$ cat src/rtl/shifter_pkg.sv
// rtl/shifter_pkg.sv - op codes, FSM states and op decode for shifter_seq (SHIFTER_ROTATE_EN)
package shifter_pkg;

    localparam logic [2:0] OP_NOP  = 3'b000;
    localparam logic [2:0] OP_LSL  = 3'b001;
    localparam logic [2:0] OP_LSR  = 3'b010;
    localparam logic [2:0] OP_ROL  = 3'b011;
    localparam logic [2:0] OP_ASR  = 3'b100;
    localparam logic [2:0] OP_ROR  = 3'b101;
    localparam logic [2:0] OP_LOAD = 3'b111;

    typedef enum logic {
        ST_IDLE  = 1'b0,
        ST_SHIFT = 1'b1
    } state_t;

    // Rotates count as shift ops only when the rotate datapath is built.
    function automatic logic is_shift_op(input logic [2:0] op);
        case (op)
            OP_LSL, OP_LSR, OP_ASR: is_shift_op = 1'b1;
`ifdef SHIFTER_ROTATE_EN
            OP_ROL, OP_ROR:         is_shift_op = 1'b1;
`endif
            default:                is_shift_op = 1'b0;
        endcase
    endfunction

endpackage

$ cat src/rtl/shifter_seq_step.sv
// rtl/shifter_seq_step.sv - combinational one-bit shift/rotate step (rotates under SHIFTER_ROTATE_EN)
module shift_step
    import shifter_pkg::*;
#(
    parameter int WIDTH = 8
) (
    input  logic [2:0]       op,
    input  logic [WIDTH-1:0] in,
    output logic [WIDTH-1:0] out
);

    always_comb begin
        out = in;
        case (op)
            OP_LSL: out = {in[WIDTH-2:0], 1'b0};
            OP_LSR: out = {1'b0, in[WIDTH-1:1]};
            OP_ASR: out = {in[WIDTH-1], in[WIDTH-1:1]};
`ifdef SHIFTER_ROTATE_EN
            OP_ROL: out = {in[WIDTH-2:0], in[WIDTH-1]};
            OP_ROR: out = {in[0], in[WIDTH-1:1]};
`endif
            default: out = in;
        endcase
    end

endmodule

$ cat src/rtl/shifter_seq.sv
// rtl/shifter_seq.sv - multi-cycle shifter with start/busy/done handshake (SHIFTER_ROTATE_EN)
module shifter_seq
    import shifter_pkg::*;
#(
    parameter int WIDTH = 8,
    parameter int SHW   = $clog2(WIDTH)
) (
    input  logic             clk,
    input  logic             reset,
    input  logic             start,
    input  logic [2:0]       op,
    input  logic [SHW-1:0]   shamt,
    input  logic [WIDTH-1:0] d_in,
    output logic [WIDTH-1:0] d_out,
    output logic             busy,
    output logic             done
);

    state_t           state, state_n;
    logic [SHW-1:0]   cnt, cnt_n;
    logic [2:0]       op_q, op_n;
    logic [WIDTH-1:0] d_n;
    logic             done_n;
    logic [2:0]       step_op;
    logic [WIDTH-1:0] step_in, step_out;

    // The single step unit works on the fresh operand at accept and on d_out while iterating.
    assign step_op = (state == ST_SHIFT) ? op_q  : op;
    assign step_in = (state == ST_SHIFT) ? d_out : d_in;

    shift_step #(.WIDTH(WIDTH)) u_step (
        .op  (step_op),
        .in  (step_in),
        .out (step_out)
    );

    always_ff @(posedge clk) begin
        if (reset) begin
            state <= ST_IDLE;
            cnt   <= '0;
            op_q  <= OP_NOP;
            d_out <= '0;
            done  <= 1'b0;
        end else begin
            state <= state_n;
            cnt   <= cnt_n;
            op_q  <= op_n;
            d_out <= d_n;
            done  <= done_n;
        end
    end

    assign busy = (state == ST_SHIFT);

    always_comb begin
        state_n = state;
        cnt_n   = cnt;
        op_n    = op_q;
        d_n     = d_out;
        done_n  = 1'b0;
        case (state)
            ST_IDLE: begin
                if (start) begin
                    op_n = op;
                    if (op == OP_LOAD) begin
                        d_n    = d_in;
                        done_n = 1'b1;
                    end else if (is_shift_op(op)) begin
                        if (shamt == '0) begin
                            d_n    = d_in;
                            done_n = 1'b1;
                        end else begin
                            d_n = step_out;
                            if (shamt == SHW'(1)) begin
                                done_n = 1'b1;
                            end else begin
                                state_n = ST_SHIFT;
                                cnt_n   = shamt - SHW'(1);
                            end
                        end
                    end else begin
                        done_n = 1'b1;
                    end
                end
            end
            ST_SHIFT: begin
                d_n   = step_out;
                cnt_n = cnt - SHW'(1);
                if (cnt == SHW'(1)) begin
                    state_n = ST_IDLE;
                    done_n  = 1'b1;
                end
            end
            default: state_n = ST_IDLE;
        endcase
    end

endmodule

$ cat config.mk
export PLATFORM = sky130hd
export DESIGN_NAME = shifter_seq
export DESIGN_NICKNAME = d
export VERILOG_FILES = /design/src/rtl/shifter_pkg.sv /design/src/rtl/shifter_seq_step.sv /design/src/rtl/shifter_seq.sv
export SDC_FILE = /design/constraint.sdc
export NUM_CORES = 1
export LEC_CHECK = 0
export BUFFER_PORTS_ARGS = -buffer_cell sky130_fd_sc_hd__buf_4
export CAP_MARGIN = 40
export CORE_MARGIN = 4
export CORE_UTILIZATION = 42
export CTS_CLUSTER_DIAMETER = 40
export DETAILED_ROUTE_END_ITERATION = 8
export HOLD_SLACK_MARGIN = 0.12
export SLEW_MARGIN = 20
export SYNTH_ARGS = -nofsm -noshare
export SYNTH_HDL_FRONTEND = slang
export SYNTH_SLANG_ARGS = --single-unit
$ cat constraint.sdc
create_clock -name clk -period 2.15 [get_ports clk]
set_clock_uncertainty 0.05 [all_clocks]
set_input_delay 0.43 -clock clk [delete_from_list [all_inputs] [get_ports clk]]
set_output_delay 0.43 -clock clk [all_outputs]
set_load 0.05 [all_outputs]
==> results of run 1 <==
-- power groups by stage --
stage               Combinational (mW)  Clock [mW]  Sequential, mW
global placement                 0.417           0           0.375
finish                           0.422       0.212           0.370
detailed placement               0.417           0           0.376
global route                     0.459       0.234           0.375
floorplan                        0.228           0           0.437
CTS                              0.419       0.220           0.369
-- state kept, by name, indices dropped and copies added, names as in the netlist --
signal  cells
cnt         3
busy        1
d_out       8
done        1
op_q        3
-- critical path, delay by kind of cell, from the launching register on --
family   cells  cell delay [ns]
buf+inv      2             0.54
flops        1             0.62
-- Yosys cell counts, types with 2 or more instances --
master    number
ha_1           5
o21ai_0        9
mux2i_1       10
a22oi_1        5
o211ai_1       2
xor2_1         4
nor3_1         5
buf_4          2
and2_1         3
buf_2          5
a211oi_2       2
inv_1          8
nand3_1        2
nor2_1        11
mux2_2         2
a22o_1         2
nor3b_2        2
a32oi_1        7
dfxtp_1       16
xnor2_1        2
a21oi_1        9
nand2_1       10
nor3b_1        3
a21o_1         2
nor2b_1        4
o21ai_1       10
a221oi_1       4
-- cell families after synthesis --
| kind of cell | after synthesis | share of synthesized area |
|---|---|---|
| muxes | 12 | 0.0918 |
| xor gates and xnor gates | 7 | 0.0572 |
| DFF | 16 | 0.240 |
| AOI/OAI and AO/OA | 62 | 0.325 |
| adders and majority gates | 5 | 0.0469 |
| buffers and inverters | 19 | 0.0703 |
| and+or+nand+nor | 43 | 0.169 |
-- through the flow --
stage / instance area [sq um] / power (mW)
floorplan: 1340 / 0.664
global placement: 1590 / 0.792
finish: 1620 / 1.00
global route: 1620 / 1.07
CTS: 1620 / 1.01
detailed placement: 1590 / 0.793
-- layout make-up --
cell class,count,area (sq um),share of cell area
multi-input cells,129,921,0.568
inverters,9,33.8,0.0208
clock buffers,4,36.3,0.0224
well taps,44,55.1,0.0340
flip-flops and latches,16,320,0.198
repair buffers,34,255,0.157
-- cell usage in the layout, fill, tap and decap left out, types with 7 or more instances in the layout --
cell,n
buf_4,34
dfxtp_1,16
nor2_1,11
mux2i_1,10
o21ai_1,10
nand2_1,10
a21oi_1,9
o21ai_0,9
inv_1,8
a32oi_1,7
-- worst min-delay path by stage --
stage / slack, ns / from / end
after floorplan: 0.41 / cnt[2] / cnt[2]
after global placement: 0.42 / cnt[2] / cnt[2]
after detailed placement: 0.42 / cnt[2] / cnt[2]
after CTS: 0.33 / reset / cnt[0]
after global routing: 0.32 / reset / cnt[0]
final: 0.34 / reset / op_q[0]
-- routing by layer --
| metal | routed length, um | global-route usage | vias up |
|---|---|---|---|
| met2 | 1710 | 0.289 | 57 |
| met3 | 230 | 0.0475 | 10 |
| met5 | 0 | 0 | - |
| li1 | - | - | 669 |
| met1 | 1590 | 0.239 | 622 |
| met4 | 85 | 0.0660 | 0 |
==> impl_metrics.tcl, run 1 <==
set metrics [dict create \
    status "completed" \
    p_leak_nw 0.667 \
    instances_no_fill 236 \
    place_hpwl_um 2660 \
    synthCells 164 \
    period_share 0.899 \
    hold_class "input pin to register" \
    place_congestion 0.838 \
    fill_cells 320 \
    crit_type "register to output pin" \
    async_reset_ff_frac 0 \
    swShare 0.400 \
    cp_data_arrival_time_ns 1.45 \
    pwr-share-seq 0.368 \
    rows 20 \
    portBuffers 26 \
    cts_tree "done" \
    diodes 0 \
    ys_seq_area_frac 0.240 \
    crit_path_max_fanout 15 \
    via_per_inst 5.75 \
    drive_above_1_share 0.240 \
    fp.dieW_um 64.4 \
    nets 215 \
    start_util 0.437 \
    relSlewSlack 0.662 \
    synth_top_area_cell "dfxtp_1" \
    place_ws_ns 0.185 \
    reg2reg_from "busy" \
    cp-end-kind "output pin" \
    worstSetupEndpoint "busy" \
    slowest_delay_ns 0.62 \
    gr-total-overflow 0 \
    pin_count 27 \
    yosysUniqueCellTypes 45 \
    cts_setup_buffers 0 \
    ctsLongestPathBuffers 2 \
    cts_root_buf "clkbuf_4" \
    ys.flop_type "dfxtp_1" \
    syn_nets 186 \
    dieHeight_um 64.4 \
    fmax_mhz 517 \
    fin_ws_ns 0.217 \
    clkLatencyLatePin_ns 0.30 \
    r2r_end "d_out[0]" \
    fin_crit_ns 1.93 \
    drv_cap 0 \
    synth_area_sq_mm 0.00134 \
    ant_nets 0 \
    die_area_sq_mm 0.00414 \
    final_max_slew_viol_count 0 \
    final_util 0.531 \
    clock_sinks 16 \
    num_vias 1358 \
    cp-startpoint "busy" \
    antenna_found_initial 0 \
    wl_per_cell_um 15.3 \
    grt_max_degree 16 \
    finalSetupViolCount 0 \
    r2r_setup_slack_ns 0.31 \
    p_int_mw 0.602 \
    syn2layout_area_growth_pct 21.5 \
    yosysWarnings 0 \
    synth_edf_count 0 \
    cts_resized 0 \
    netlist.area_leader.share 0.240 \
    grt_first_pass_wirelength_um 6110 \
    worstMarginPinSlew_ns 0.506 \
    r2r_cells 7 \
    rsz0062_at_grt "false" \
    cpMostUsedCell "buf_4" \
    cts_buffers 3 \
    hold_violations 0 \
    power_density_mw_per_mm2 619 \
    synthesis.area_per_instance_sq_um 8.14 \
    dr.pass1.iters 4 \
    cp_cell_sequence "buf_4, buf_4" \
    fin_setup_tns_ns 0 \
    irDropWorstVdd_uv 377 \
    hold_ws_ns 0.340 \
    coreArea_sq_mm 0.00305 \
    clk_pin_slew_ns 0.11 \
    holdBufCountCts 0 \
    required_ns 1.67 \
    hold_depth 2 \
    yosys-top-cells-area "dfxtp_1, mux2i_1, ha_1" \
    htree_num_levels 1 \
    grt_pass1_vias 1256 \
    critPathSlowestCell "dfxtp_1" \
    switchingPower_mw 0.402 \
    route.detailed.drc 0 \
    initialDrtViolationCount 100 \
    startpoint_type "register" \
    postRouteWirelength_um 3620 \
    grt_usage 0.183 \
    clkPwrFrac 0.212 \
    placed_cells 232 \
    ys_ff_latch 16 \
    combPwrFrac 0.420 \
]
Power figures use the tool's default switching activity.
==> run 2, diff against run 1 <==
- CORE_UTILIZATION: 42 -> 40
- HOLD_SLACK_MARGIN: 0.12 -> 0.1
- PLACE_DENSITY: unset -> 0.71
==> impl_metrics.tcl, run 2 (same netlist as run 1, synthesis figures left out) <==
set metrics [dict create \
    status "completed" \
    htree_num_levels 1 \
    rows 20 \
    power_density_mw_per_mm2 622 \
    cp-startpoint "busy" \
    pin_count 27 \
    dieHeight_um 65.8 \
    route.detailed.drc 0 \
    r2r_cells 6 \
    irDropWorstVdd_uv 461 \
    gr-total-overflow 0 \
    min_to "cnt[2]" \
    die_area_sq_mm 0.00433 \
    portBuffers 26 \
    fin_setup_tns_ns 0 \
    fin_crit_ns 1.80 \
    fmax_mhz 556 \
    placed_cells 230 \
    ctsLongestPathBuffers 2 \
    mostFrequentLayoutCells "buf_4, dfxtp_1, nor2_1" \
    fp.dieW_um 65.8 \
    crit_type "register to register" \
    place_congestion 0.930 \
    grt_first_pass_wirelength_um 6350 \
    drv_cap 0 \
    period_share 0.837 \
    largest_reg_flops 8 \
    cts_buffers 3 \
    worstMarginPinSlew_ns 0.555 \
    start_util 0.427 \
    nets 213 \
    hold_depth 2 \
    num_vias 1371 \
    antenna_found_initial 0 \
    p_leak_nw 0.656 \
    largest-register "d_out" \
    grt_pass1_vias 1370 \
    postRouteWirelength_um 3770 \
    hold_class "input pin to register" \
    startpoint_type "register" \
    largest_registers "d_out (8), cnt (3), op_q (3)" \
    clock_sinks 16 \
    required_ns 2.32 \
    reg2reg_from "busy" \
    relSlewSlack 0.630 \
    initialDrtViolationCount 179 \
    holdBufCountCts 0 \
    clk_pin_slew_ns 0.09 \
    cts_root_buf "clkbuf_4" \
    grt_max_degree 15 \
    wl_per_cell_um 16.1 \
    crit_path_max_fanout 14 \
    clkLatencyLatePin_ns 0.30 \
    cp-end-kind "register" \
    rsz0062_at_grt "false" \
    cts_resized 0 \
    diodes 0 \
    r2r_setup_slack_ns 0.35 \
    hp-start "reset" \
    cp_data_arrival_time_ns 1.96 \
    mostFrequentLayoutCell "buf_4" \
    finalSetupViolCount 0 \
    grt_usage 0.188 \
    ant_nets 0 \
    coreArea_sq_mm 0.00313 \
    place_hpwl_um 2910 \
    drive_above_1_share 0.232 \
    instances_no_fill 234 \
    hold_violations 0 \
    via_per_inst 5.86 \
    cts_setup_buffers 0 \
    cts_tree "done" \
    dr.pass1.iters 4 \
    final_max_slew_viol_count 0 \
    syn2layout_area_growth_pct 20.3 \
    r2r_end "d_out[0]" \
]
run 2: final cells by class:
type	count	area (sq um)
Fill cell	311	1520
Multi-Input combinational cell	129	921
Sequential cell	16	320
Timing Repair Buffer	32	240
Tap cell	44	55.1
Clock buffer	4	36.3
Inverter	9	33.8
run 2: metal layers:
layer  track usage  up-vias  wire (um)
met5             0        -          0
met4        0.0570        0         46
met3        0.0544        6        276
met2         0.307       60       1870
met1         0.237      640       1580
li1              -      665          -
run 2: where the power goes:
| part | switching [mW] | internal (mW) |
|---|---|---|
| sequential | 0.0395 | 0.329 |
| clock | 0.105 | 0.103 |
| combinational | 0.256 | 0.167 |
| total | 0.400 | 0.599 |
run 2: critical path, stage by stage (launching register included):
cell      delay [ns]
dfxtp_1         0.37
buf_4           0.23
mux2i_1         0.47
o311ai_0        0.23
o21ai_0         0.12
mux2i_1         0.10
o22ai_1         0.15
run 2: metrics by stage:
stage	instance area (sq um)	util	worst slack (ns)	total power, mW	hold slack (ns)
2_1_floorplan	1340	-	0.236	0.664	0.406
3_3_place_gp	1570	0.502	0.245	0.785	0.421
3_5_place_dp	1570	0.502	0.209	0.793	0.448
4_1_cts	1610	0.514	0.369	1.00	0.340
5_1_grt	1610	0.514	0.193	1.06	0.333
6_report	1610	0.514	0.351	0.999	0.343
run 2: how the worst max path moves through the flow:
stage,endpoint,cells past startpoint
floorplan,d_out[0],7
global placement,d_out[5],6
detailed placement,d_out[6],8
CTS,d_out[0],6
global route,d_out[0],6
finish,d_out[0],6
==> run 3, diff against run 2 <==
- PLACE_DENSITY: 0.71 -> 0.74
- clock period: 2.15 -> 1.5 ns (I/O delays scaled with it)
==> impl_metrics.tcl, run 3 (same netlist as run 1, synthesis figures left out) <==
set metrics [dict create \
    worstMarginPinSlew_ns 0.292 \
    crit_path_max_fanout 6 \
    syn2layout_area_growth_pct 48.3 \
    final_max_slew_viol_count 0 \
    crit_family "flip-flops" \
    final_area_sq_mm 0.00198 \
    cp_cell_sequence "buf_6, or3_1, o311ai_0, o21ai_1, mux2i_1, o22ai_1" \
    seq_area_sq_um 335 \
    instances_no_fill 260 \
    fmax_mhz 688 \
    clkLatencyLatePin_ns 0.30 \
    relSlewSlack 0.800 \
    critPathSlowestCell "dfxtp_4" \
    route.detailed.drc 0 \
    p_leak_nw 0.824 \
    cts_root_buf "clkbuf_4" \
    clk_pin_slew_ns 0.11 \
    place_congestion 0.920 \
    grt_pass1_vias 1281 \
    cts_tree "done" \
    drv_cap 0 \
    path_buf_inv 1 \
    largest-register "d_out" \
    cts_buffers 3 \
    placed_cells 250 \
    hold_violations 0 \
    required_ns 1.65 \
    drive_above_1_share 0.421 \
    dieHeight_um 65.8 \
    start_util 0.427 \
    crit_type "register to register" \
    fp.dieW_um 65.8 \
    hold_class "input pin to register" \
    final_util 0.633 \
    via_per_inst 5.59 \
    nets 239 \
    period_share 0.969 \
    grt_max_degree 13 \
    fill_cells 266 \
    grt_first_pass_wirelength_um 5850 \
    wl_per_cell_um 14.1 \
    htree_num_levels 1 \
    irDropWorstVdd_uv 446 \
    coreArea_sq_mm 0.00313 \
    gr-total-overflow 0 \
    finalSetupViolCount 0 \
    cp-end-kind "register" \
    largest_reg_flops 8 \
    ctsLongestPathBuffers 2 \
    dr.pass1.iters 4 \
    startpoint_type "register" \
    initialDrtViolationCount 175 \
    antenna_found_initial 0 \
    pin_count 27 \
    mostFrequentLayoutCell "buf_4" \
    status "completed" \
    place_hpwl_um 2730 \
    cp_data_arrival_time_ns 1.60 \
    grt_usage 0.170 \
    placed_area_sq_mm 0.00178 \
    fin_crit_ns 1.45 \
    die_area_sq_mm 0.00433 \
    slowest_delay_ns 0.37 \
    portBuffers 26 \
    power_density_mw_per_mm2 801 \
    rows 20 \
    diodes 0 \
    ant_nets 0 \
    postRouteWirelength_um 3670 \
    multi_input_area_sq_mm 0.00103 \
    largest_registers "d_out (8), cnt (3), op_q (3)" \
    clock_sinks 16 \
    rsz0062_at_grt "true" \
    num_vias 1453 \
    mostFrequentLayoutCells "buf_4, dfxtp_1, nor2_1, o21ai_1" \
]
-- run 3: changes by cell type in the layout (fill, tap and decap cells not counted), moves of 3 or more --
cell	before	now
dfxtp_1	16	12
buf_4	32	52
mux2i_1	10	7
dfxtp_4	0	4
buf_12	0	3
buf_6	0	3
-- run 3: per-stage QoR --
step,setup slack [ns],hold slack (ns),power (mW),TNS (ns)
CTS,0.0243,0.190,1.52,0
detailed placement,-0.278,0.440,1.21,-2.52
floorplan,-0.0274,0.406,0.979,-0.0443
global placement,-0.178,0.421,1.20,-1.75
finish,0.0466,0.200,1.59,0
global route,-0.0378,0.194,1.68,-0.0378
-- run 3: where the power goes --
part / internal (mW) / switching [mW] / total [mW]
sequential: 0.470 / 0.0596 / 0.530
combinational: 0.350 / 0.401 / 0.750
clock: 0.148 / 0.158 / 0.306
-- run 3: timing repair --
action                     in CTS  in global routing
gates resized for setup         3                 24
setup endpoints to repair       7                 10
pin swaps                       0                  6
hold buffers                    0                  0
setup buffers                   2                  4
-- run 3: layout make-up --
| cell class | instances | area share |
|---|---|---|
| multi-input combinational | 129 | 0.522 |
| clock buffer | 4 | 0.0183 |
| timing repair buffer | 58 | 0.245 |
| tap | 44 | 0.0278 |
| sequential | 16 | 0.169 |
| inverter | 9 | 0.0177 |
-- run 3: path summary, 6_finish.rpt --
| check | start | end | slack, ns | depth (start not counted) |
|---|---|---|---|---|
| worst min-delay path | reset | op_q[1] | 0.20 | 2 |
| worst max-delay path | busy | d_out[0] | 0.05 | 6 |
| worst min register to register | d_out[7] | d_out[7] | 0.45 | 2 |
| worst max register to register | busy | d_out[0] | 0.05 | 6 |
-- run 3: routing by layer --
layer	up-vias	track usage	part of all wire
met4	0	0.0518	0.0079
met3	7	0.0340	0.064
met2	55	0.274	0.48
met5	-	0	0
li1	718	-	-
met1	673	0.227	0.45
